$ cat config.mk
export PLATFORM = sky130hd
export DESIGN_NAME = lz77_decoder_flat
export DESIGN_NICKNAME = d
export VERILOG_FILES = /design/src/rtl/lz77_decoder_if.sv /design/src/rtl/lz77_decoder.sv /design/src/flat_wrapper.sv
export SDC_FILE = /design/constraint.sdc
export NUM_CORES = 1
export LEC_CHECK = 0
export BUFFER_PORTS_ARGS = -buffer_cell sky130_fd_sc_hd__buf_2
export CAP_MARGIN = 40
export CORE_ASPECT_RATIO = 1.25
export CORE_UTILIZATION = 38
export DETAILED_ROUTE_END_ITERATION = 8
export HOLD_SLACK_MARGIN = 0.06
export PLACE_DENSITY = 0.56
export SLEW_MARGIN = 30
export SYNTH_ARGS = -nofsm -noshare
export SYNTH_HDL_FRONTEND = slang
export SYNTH_SLANG_ARGS = --single-unit
$ cat constraint.sdc
create_clock -name clk -period 9.6 [get_ports clk]
set_input_delay 2.4 -clock clk [delete_from_list [all_inputs] [get_ports clk]]
set_output_delay 2.4 -clock clk [all_outputs]
set_load 0.02 [all_outputs]
$ cat src/rtl/lz77_decoder_if.sv
// Code-in / character-out bus of the LZ77 decoder.
// code_err exists only when LZ77_DEC_CHECK_EN is defined.
interface lz77_decoder_if #(
    parameter int unsigned DATA_W = 8
);
    logic              code_valid;
    logic              code_ready;
    logic [4:0]        offset;
    logic [4:0]        match_len;
    logic [DATA_W-1:0] char_nxt;
    logic [DATA_W-1:0] char_out;
    logic              out_valid;
    logic              finish;
`ifdef LZ77_DEC_CHECK_EN
    logic              code_err;
`endif

    modport master (
        output code_valid, offset, match_len, char_nxt,
`ifdef LZ77_DEC_CHECK_EN
        input  code_err,
`endif
        input  code_ready, char_out, out_valid, finish
    );

    modport slave (
        input  code_valid, offset, match_len, char_nxt,
`ifdef LZ77_DEC_CHECK_EN
        output code_err,
`endif
        output code_ready, char_out, out_valid, finish
    );
endinterface

$ cat src/rtl/lz77_decoder.sv
// LZ77 decoder: expands (offset, match_len, char_nxt) codes into one char per cycle.
// Optional code legality checking is enabled by defining LZ77_DEC_CHECK_EN.
module lz77_decoder #(
    parameter int unsigned       DATA_W       = 8,
    parameter int unsigned       SEARCH_DEPTH = 30,
    parameter int unsigned       MAX_MATCH    = 24,
    parameter logic [DATA_W-1:0] END_CHAR     = 8'h24
) (
    input  logic          clk,
    input  logic          reset,
    lz77_decoder_if.slave dec
);
    localparam logic [4:0] LAST_IDX = 5'(SEARCH_DEPTH - 1);

    typedef enum logic [1:0] {StIdle, StCopy, StLit, StDone} state_e;

    state_e            r_state;
    state_e            w_state_nxt;
    logic [4:0]        r_off;
    logic [4:0]        r_cnt;
    logic [DATA_W-1:0] r_char;
    logic [DATA_W-1:0] r_char_out;
    logic              r_out_valid;
    logic              r_finish;
    logic [DATA_W-1:0] r_win [SEARCH_DEPTH];

    logic              w_accept;
    logic              w_is_end;
    logic              w_shift;
    logic [4:0]        w_rd_idx;
    logic [DATA_W-1:0] w_rd_char;
    logic [DATA_W-1:0] w_shift_char;

    assign w_accept  = dec.code_valid && (r_state == StIdle);
    assign w_is_end  = (r_char == END_CHAR);
    // Out-of-range offsets clamp to the oldest window entry.
    assign w_rd_idx  = (r_off > LAST_IDX) ? LAST_IDX : r_off;
    assign w_rd_char = r_win[w_rd_idx];

    assign dec.code_ready = (r_state == StIdle);
    assign dec.char_out   = r_char_out;
    assign dec.out_valid  = r_out_valid;
    assign dec.finish     = r_finish;

    always_ff @(posedge clk or posedge reset) begin
        if (reset) begin
            r_state <= StIdle;
        end else begin
            r_state <= w_state_nxt;
        end
    end

    always_comb begin
        w_state_nxt  = r_state;
        w_shift      = 1'b0;
        w_shift_char = w_rd_char;
        case (r_state)
            StIdle: begin
                if (dec.code_valid) begin
                    w_state_nxt = (dec.match_len != 5'd0) ? StCopy : StLit;
                end
            end
            StCopy: begin
                w_shift = 1'b1;
                if (r_cnt == 5'd1) begin
                    w_state_nxt = StLit;
                end
            end
            StLit: begin
                if (w_is_end) begin
                    w_state_nxt = StDone;
                end else begin
                    w_shift      = 1'b1;
                    w_shift_char = r_char;
                    w_state_nxt  = StIdle;
                end
            end
            default: w_state_nxt = StDone;
        endcase
    end

    // Every emitted character is also the one shifted into the window.
    always_ff @(posedge clk or posedge reset) begin
        if (reset) begin
            r_off       <= '0;
            r_cnt       <= '0;
            r_char      <= '0;
            r_char_out  <= '0;
            r_out_valid <= 1'b0;
            r_finish    <= 1'b0;
        end else begin
            r_out_valid <= w_shift;
            if (w_shift) begin
                r_char_out <= w_shift_char;
            end
            if (w_accept) begin
                r_off  <= dec.offset;
                r_cnt  <= dec.match_len;
                r_char <= dec.char_nxt;
            end else if (r_state == StCopy) begin
                r_cnt <= r_cnt - 5'd1;
            end
            if ((r_state == StLit) && w_is_end) begin
                r_finish <= 1'b1;
            end
        end
    end

    always_ff @(posedge clk or posedge reset) begin
        if (reset) begin
            for (int i = 0; i < SEARCH_DEPTH; i++) begin
                r_win[i] <= '0;
            end
        end else if (w_shift) begin
            r_win[0] <= w_shift_char;
            for (int i = 1; i < SEARCH_DEPTH; i++) begin
                r_win[i] <= r_win[i-1];
            end
        end
    end

`ifdef LZ77_DEC_CHECK_EN
    localparam int unsigned       HIST_W   = $clog2(SEARCH_DEPTH + 1);
    localparam logic [HIST_W-1:0] HIST_MAX = HIST_W'(SEARCH_DEPTH);
    localparam logic [4:0]        MAX_LEN  = 5'(MAX_MATCH);

    logic [HIST_W-1:0] r_hist_cnt;
    logic              r_code_err;
    logic              w_bad_code;

    // A match may only reference characters that have actually been written.
    assign w_bad_code = (dec.offset > LAST_IDX) || (dec.match_len > MAX_LEN) ||
                        ((dec.match_len != 5'd0) && (HIST_W'(dec.offset) >= r_hist_cnt));
    assign dec.code_err = r_code_err;

    always_ff @(posedge clk or posedge reset) begin
        if (reset) begin
            r_hist_cnt <= '0;
            r_code_err <= 1'b0;
        end else begin
            if (w_shift && (r_hist_cnt != HIST_MAX)) begin
                r_hist_cnt <= r_hist_cnt + 1'b1;
            end
            if (w_accept && w_bad_code) begin
                r_code_err <= 1'b1;
            end
        end
    end
`endif
endmodule

$ cat src/flat_wrapper.sv
// flat-port wrapper written by rule: the top's interface ports become plain ports
module lz77_decoder_flat 
#(
    parameter int unsigned       DATA_W       = 8,
    parameter int unsigned       SEARCH_DEPTH = 30,
    parameter int unsigned       MAX_MATCH    = 24,
    parameter logic [DATA_W-1:0] END_CHAR     = 8'h24
)
  (clk, reset, dec_code_valid, dec_offset, dec_match_len, dec_char_nxt, dec_code_ready, dec_char_out, dec_out_valid, dec_finish);
  lz77_decoder_if #(.DATA_W(DATA_W)) dec_i ();
  input  logic clk;
  input  logic reset;
  input wire logic [$bits(dec_i.code_valid)-1:0] dec_code_valid;
  input wire logic [$bits(dec_i.offset)-1:0] dec_offset;
  input wire logic [$bits(dec_i.match_len)-1:0] dec_match_len;
  input wire logic [$bits(dec_i.char_nxt)-1:0] dec_char_nxt;
  output wire logic [$bits(dec_i.code_ready)-1:0] dec_code_ready;
  output wire logic [$bits(dec_i.char_out)-1:0] dec_char_out;
  output wire logic [$bits(dec_i.out_valid)-1:0] dec_out_valid;
  output wire logic [$bits(dec_i.finish)-1:0] dec_finish;
  assign dec_i.code_valid = dec_code_valid;
  assign dec_i.offset = dec_offset;
  assign dec_i.match_len = dec_match_len;
  assign dec_i.char_nxt = dec_char_nxt;
  assign dec_code_ready = dec_i.code_ready;
  assign dec_char_out = dec_i.char_out;
  assign dec_out_valid = dec_i.out_valid;
  assign dec_finish = dec_i.finish;
  lz77_decoder #(.DATA_W(DATA_W), .SEARCH_DEPTH(SEARCH_DEPTH), .MAX_MATCH(MAX_MATCH), .END_CHAR(END_CHAR)) u_core (.clk(clk), .reset(reset), .dec(dec_i));
endmodule
-- Word level (Yosys, flattened, before mapping)
Index checks and enable logic that the tools add are counted.
- reductions and logical operators: 6
- muxes and demuxes: 15
- add/subtract/negate cells: 1
- bitwise logic cells: 1
- order comparisons: 2
- eq/ne operators: 6
- operator list (cell ; count):
    $bmux 8 s5 ; 1
    $mux 8 ; 4
    $mux 5 ; 3
    $eq 8x6->1 const B ; 1
    $mux 2 ; 4
    $ge 6x6->1 const B ; 1
    $not 5->6 ; 1
    $pmux 2 s3 ; 1
    $eq 5x1->1 const B ; 1
    $gt 5x5->1 const B ; 1
    $reduce_bool 5->1 ; 1
    $sub 5x1->5 const B ; 1
    $eq 2x1->1 const B ; 1
    $eq 2x2->1 const B ; 1
    $logic_and 1x1->1 ; 2
    $logic_not 2->1 ; 1
    $ne 2x1->1 const B ; 1
    $ne 2x2->1 const B ; 1
    $pmux 1 s2 ; 1
    $reduce_and 2->1 ; 1
    $reduce_bool 2->1 ; 1
    $mux 1 ; 1
- input port bits: 21
- bits in registers: 262
- output and inout port bits: 11
- word-level logic and storage cells: 67

-- Logic depth before layout (Yosys ltp)
- depth after elaboration: 8
- mapped depth: 11
- depth with buffers taken out: 9

-- Worst setup path after synthesis
No wires, ideal clock.
- path kind: input to register
- from: input port dec_match_len[2]
- to: register u_core.r_state[1]
- setup time: 0.077 ns
- path buffers: 0
- arrival time: 3.272 ns
- slack: 6.251 ns
- stages on the path: 4
- data required time: 9.523 ns
- cell sequence: or4_1 > o21ai_0 > a21oi_1 > a21oi_1
- longest elaborated chain between the ends: 4
- ends and longest elaborated chain (element ; line ; source):
    start, declared ; flat_wrapper.sv:15 ; input wire logic [$bits(dec_i.match_len)-1:0] dec_match_len;
    $reduce_bool 5->1 ; lz77_decoder.sv:60 ; w_state_nxt = (dec.match_len != 5'd0) ? StCopy : StLit;
    $mux 2 ; lz77_decoder.sv:60 ;
    $mux 2 ; lz77_decoder.sv:59 ; if (dec.code_valid) begin
    $pmux 2 s3 ; lz77_decoder.sv:57 ; case (r_state)
    end signal, assigned ; lz77_decoder.sv:47 ; r_state <= StIdle;
    end signal, assigned ; lz77_decoder.sv:49 ; r_state <= w_state_nxt;
    end, declared ; lz77_decoder.sv:17 ; state_e r_state;
No other way between the ends. The select of a mux whose other input is x is not followed.
A chain may end at the register's enable or synchronous reset.

-- Worst setup path in the final report
- from: register u_core.r_state[0]
- to: register u_core.r_char_out[1] (netlist: u_core.dec.char_out[1])
- longest elaborated chain between the ends: 2
- elaborated cells between the ends (all ways): 4
- classes of those cells: 2 x eq/ne; 2 x mux
- ends and longest elaborated chain (element ; line ; source):
    $eq 2x2->1 or $eq 2x1->1 (tied branches) ; lz77_decoder.sv:57 ;
    $pmux 1 s2 or $mux 8 (tied branches) ; lz77_decoder.sv:57 ;
    end signal, assigned ; lz77_decoder.sv:94 ; r_char_out <= w_shift_char;
    end, declared ; lz77_decoder.sv:22 ; logic [DATA_W-1:0] r_char_out;
Parallel ways exist; a longest one is shown, timed or not.

==> impl_metrics.env <==
export IMPL_wl_mm=31.1
export IMPL_drtIter0Drc=737
export IMPL_path_clk_slew_ps=60
export IMPL_clockBufferDepth=3
export IMPL_grt_use_total=0.190
export IMPL_top_usage_layer="met2"
export IMPL_synth_top_cell_by_area="dfrtp_1"
export IMPL_cts_buffers=28
export IMPL_syn_nets=1454
export IMPL_path_max_fanout=103
export IMPL_gp_congestion=0.776
export IMPL_final_hold_viol_count=0
export IMPL_syn_area_sq_um=12500
export IMPL_crit_chain="inv_1 -> ha_1 -> inv_1 -> a41oi_2 -> o21ai_4 -> inv_6 -> buf_6 -> buf_4 -> buf_16 -> o21ai_0 -> a21oi_1"
export IMPL_maxCapViolCount=0
export IMPL_fmax_ghz=0.252
export IMPL_power_leakage_nw=7.07
export IMPL_post_cts_buffers=0
export IMPL_seqPwrFrac=0.488
export IMPL_met1_usage=0.258
export IMPL_area_growth_pct=10.8
export IMPL_dr_pass1_iters=5
export IMPL_drc=0
export IMPL_ys_seq_area_frac=0.526
export IMPL_cp_top_family="buffers and inverters"
export IMPL_worstSetupEndpointType="register"
export IMPL_fillers=3076
export IMPL_postCtsResizedCells=0
export IMPL_drive_above_1_share=0.112
export IMPL_synth_seq_cells=262
export IMPL_synthDominantCellAreaShare=0.526
export IMPL_portBuffers=31
export IMPL_synthTopCellsByCount="nand2_1 (750), dfrtp_1 (262), buf_2 (60), a21oi_1 (40), mux2_2 (40)"
export IMPL_initial_core_util=0.388
export IMPL_first_global_vias=9219
export IMPL_min_period_ps=3960
export IMPL_clockRootBuffer="clkbuf_16"
export IMPL_grt_pass1_wl_mm=50.4
export IMPL_skew_ps=14.5
export IMPL_synth_area_leaders="dfrtp_1 (53%), nand2_1 (23%), mux2_2 (3.6%)"
export IMPL_tns_ps=0
export IMPL_hold_buffers=0
export IMPL_finalNetCount=1435
export IMPL_async_flop_share=1.00
export IMPL_arrival_ps=4450
export IMPL_synth_flop_cell="dfrtp_1"
export IMPL_critPathLaunchType="register"
export IMPL_core_sq_um=32100
export IMPL_cp_slowest_cell="a41oi_2"
export IMPL_synth_avg_cell_area_sq_um=8.73
export IMPL_grt_max_degree=243
export IMPL_postSynthCellCount=1427
export IMPL_place_ws_ps=5610
export IMPL_synth_edff_count=0
export IMPL_tritoncts="done"
export IMPL_synthMostInstantiatedCell="nand2_1"
export IMPL_slew_headroom=0.423
export IMPL_use_met3=0.0262
export IMPL_crit_buf_inv=6
export IMPL_ys_warn_count=0
export IMPL_power_switching_w=0.000474
export IMPL_peakVddDrop_v=0.000157
export IMPL_p_int_w=0.00179
export IMPL_setup_ws_ps=5640
export IMPL_crit_top_cell="inv_1"
export IMPL_rows=73
export IMPL_dp_hpwl_mm=18.2
export IMPL_synth_cell_types=61
export IMPL_wl_per_cell_um=16.9
export IMPL_pwr_share_clk=0.499
export IMPL_overflow=0
export IMPL_worstSetupPathType="reg2reg"
export IMPL_ioPinCount=32
export IMPL_crit_required_ps=10080
export IMPL_swShare=0.210
export IMPL_share_comb_of_total_power=0.013
export IMPL_diodes=0
export IMPL_dieArea_sq_um=33500
export IMPL_clk_latency_ps=560
export IMPL_route_vias_total=9437
export IMPL_cts_sinks=262
export IMPL_via_per_inst=5.12
export IMPL_setup_violations_final=0
export IMPL_slowest_delay_ps=710
export IMPL_outcome="complete, no violations"
export IMPL_die_h_um=204
export IMPL_antenna_found_initial=0
export IMPL_fin_crit_sh=0.413
export IMPL_worstHoldPathType="reg2reg"
export IMPL_slew_viol_final=0
export IMPL_rsz0062_at_grt="false"
export IMPL_tightestPinTransition_ps=866
export IMPL_h_tree_depth=1
export IMPL_gr_usage_met2=0.312
export IMPL_p_per_area_nw_per_um2=164
export IMPL_holdWs_ps=468
export IMPL_chipWidth_um=164
export IMPL_ant_nets=0
==> cell usage in the layout (no fill, tap or decap), drive strengths merged, types with 5 or more instances in the layout <==
cell type and n:
a211oi 10, a21oi 40, a31oi 7, buf 51
clkbuf 39, clkinv 9, dfrtp 262, ha 6
inv 11, mux2 41, mux2i 38, mux4 10
nand2 750, nand3 11, nor2 21, nor3 5
nor4 6, o21ai 25, o221ai 12, o22ai 15
==> power by group through the flow <==
stage	Combinational (W)	Sequential [W]	Clock [W]
after floorplan	0.0000164	0.00113	0
after global placement	0.0000296	0.00112	0
after detailed placement	0.0000294	0.00112	0
after CTS	0.0000296	0.00110	0.00116
after global routing	0.0000347	0.00110	0.00120
final	0.0000290	0.00110	0.00113
==> final timing paths <==
kind                                          startpoint                                  to  slack (ps)  cells after the start
setup reg to reg           u_core.r_state[0]$_DFFE_PP0P_  u_core.dec.char_out[1]$_DFFE_PP0P_        5640                     11
hold reg to reg              u_core.r_win[4]$_DFFE_PP0P_         u_core.r_win[4]$_DFFE_PP0P_         470                      2
max in group asynchronous                          reset        u_core.r_win[39]$_DFFE_PP0P_        6470                      5
min in group asynchronous                          reset        u_core.r_char[3]$_DFFE_PP0P_        1900                      3
setup / recovery           u_core.r_state[0]$_DFFE_PP0P_  u_core.dec.char_out[1]$_DFFE_PP0P_        5640                     11
hold / removal               u_core.r_win[4]$_DFFE_PP0P_         u_core.r_win[4]$_DFFE_PP0P_         470                      2
==> stage by stage <==
stage / utilization / std cells / area (sq um) / total power, W
4_1_cts: 0.429 / 1839 / 13700 / 0.00230
2_1_floorplan: - / 1427 / 12500 / 0.00114
3_3_place_gp: 0.397 / 1786 / 12700 / 0.00115
6_report: 0.431 / 1842 / 13800 / 0.00226
5_1_grt: 0.431 / 1842 / 13800 / 0.00234
3_5_place_dp: 0.398 / 1787 / 12800 / 0.00115
==> logic make-up after synthesis <==
| kind of cell | Yosys count | share of synthesized area |
|---|---|---|
| AOI/OAI and AO/OA | 139 | 0.0746 |
| xor gates and xnor gates | 4 | 0.00281 |
| adders and majority gates | 6 | 0.00603 |
| buffers and inverters | 112 | 0.0489 |
| DFF | 262 | 0.526 |
| muxes | 89 | 0.0860 |
| and+or+nand+nor | 815 | 0.255 |
==> cell type report <==
| cell class | instances | area [sq um] | area share |
|---|---|---|---|
| clock buffer | 39 | 823 | 0.0596 |
| clock inverter | 13 | 146 | 0.0106 |
| inverter | 12 | 53.8 | 0.00390 |
| multi-input combinational | 1053 | 5310 | 0.384 |
| sequential | 262 | 6560 | 0.475 |
| tap | 412 | 515 | 0.0373 |
| timing repair buffer | 51 | 398 | 0.0288 |
==> per-layer routing <==
layer	share of wire	vias up
li1	-	4590
met1	0.46	4617
met2	0.47	181
met3	0.044	49
met4	0.026	0
met5	0	-
==> state kept, by name, summed over array words and instances, names as in the netlist <==
name and flops:
u_core.r_win 232, u_core.dec.char_out 8, u_core.r_char 8, u_core.r_cnt 5, u_core.r_off 5, u_core.r_state 2, u_core.dec.finish 1, u_core.dec.out_valid 1
==> tightest hold or removal path: cells and delay by family (launching register included) <==
| kind | cells | cell delay, ps |
|---|---|---|
| DFF | 1 | 330 |
| and+or+nand+nor | 2 | 100 |
(Power assumes the default switching activity.)
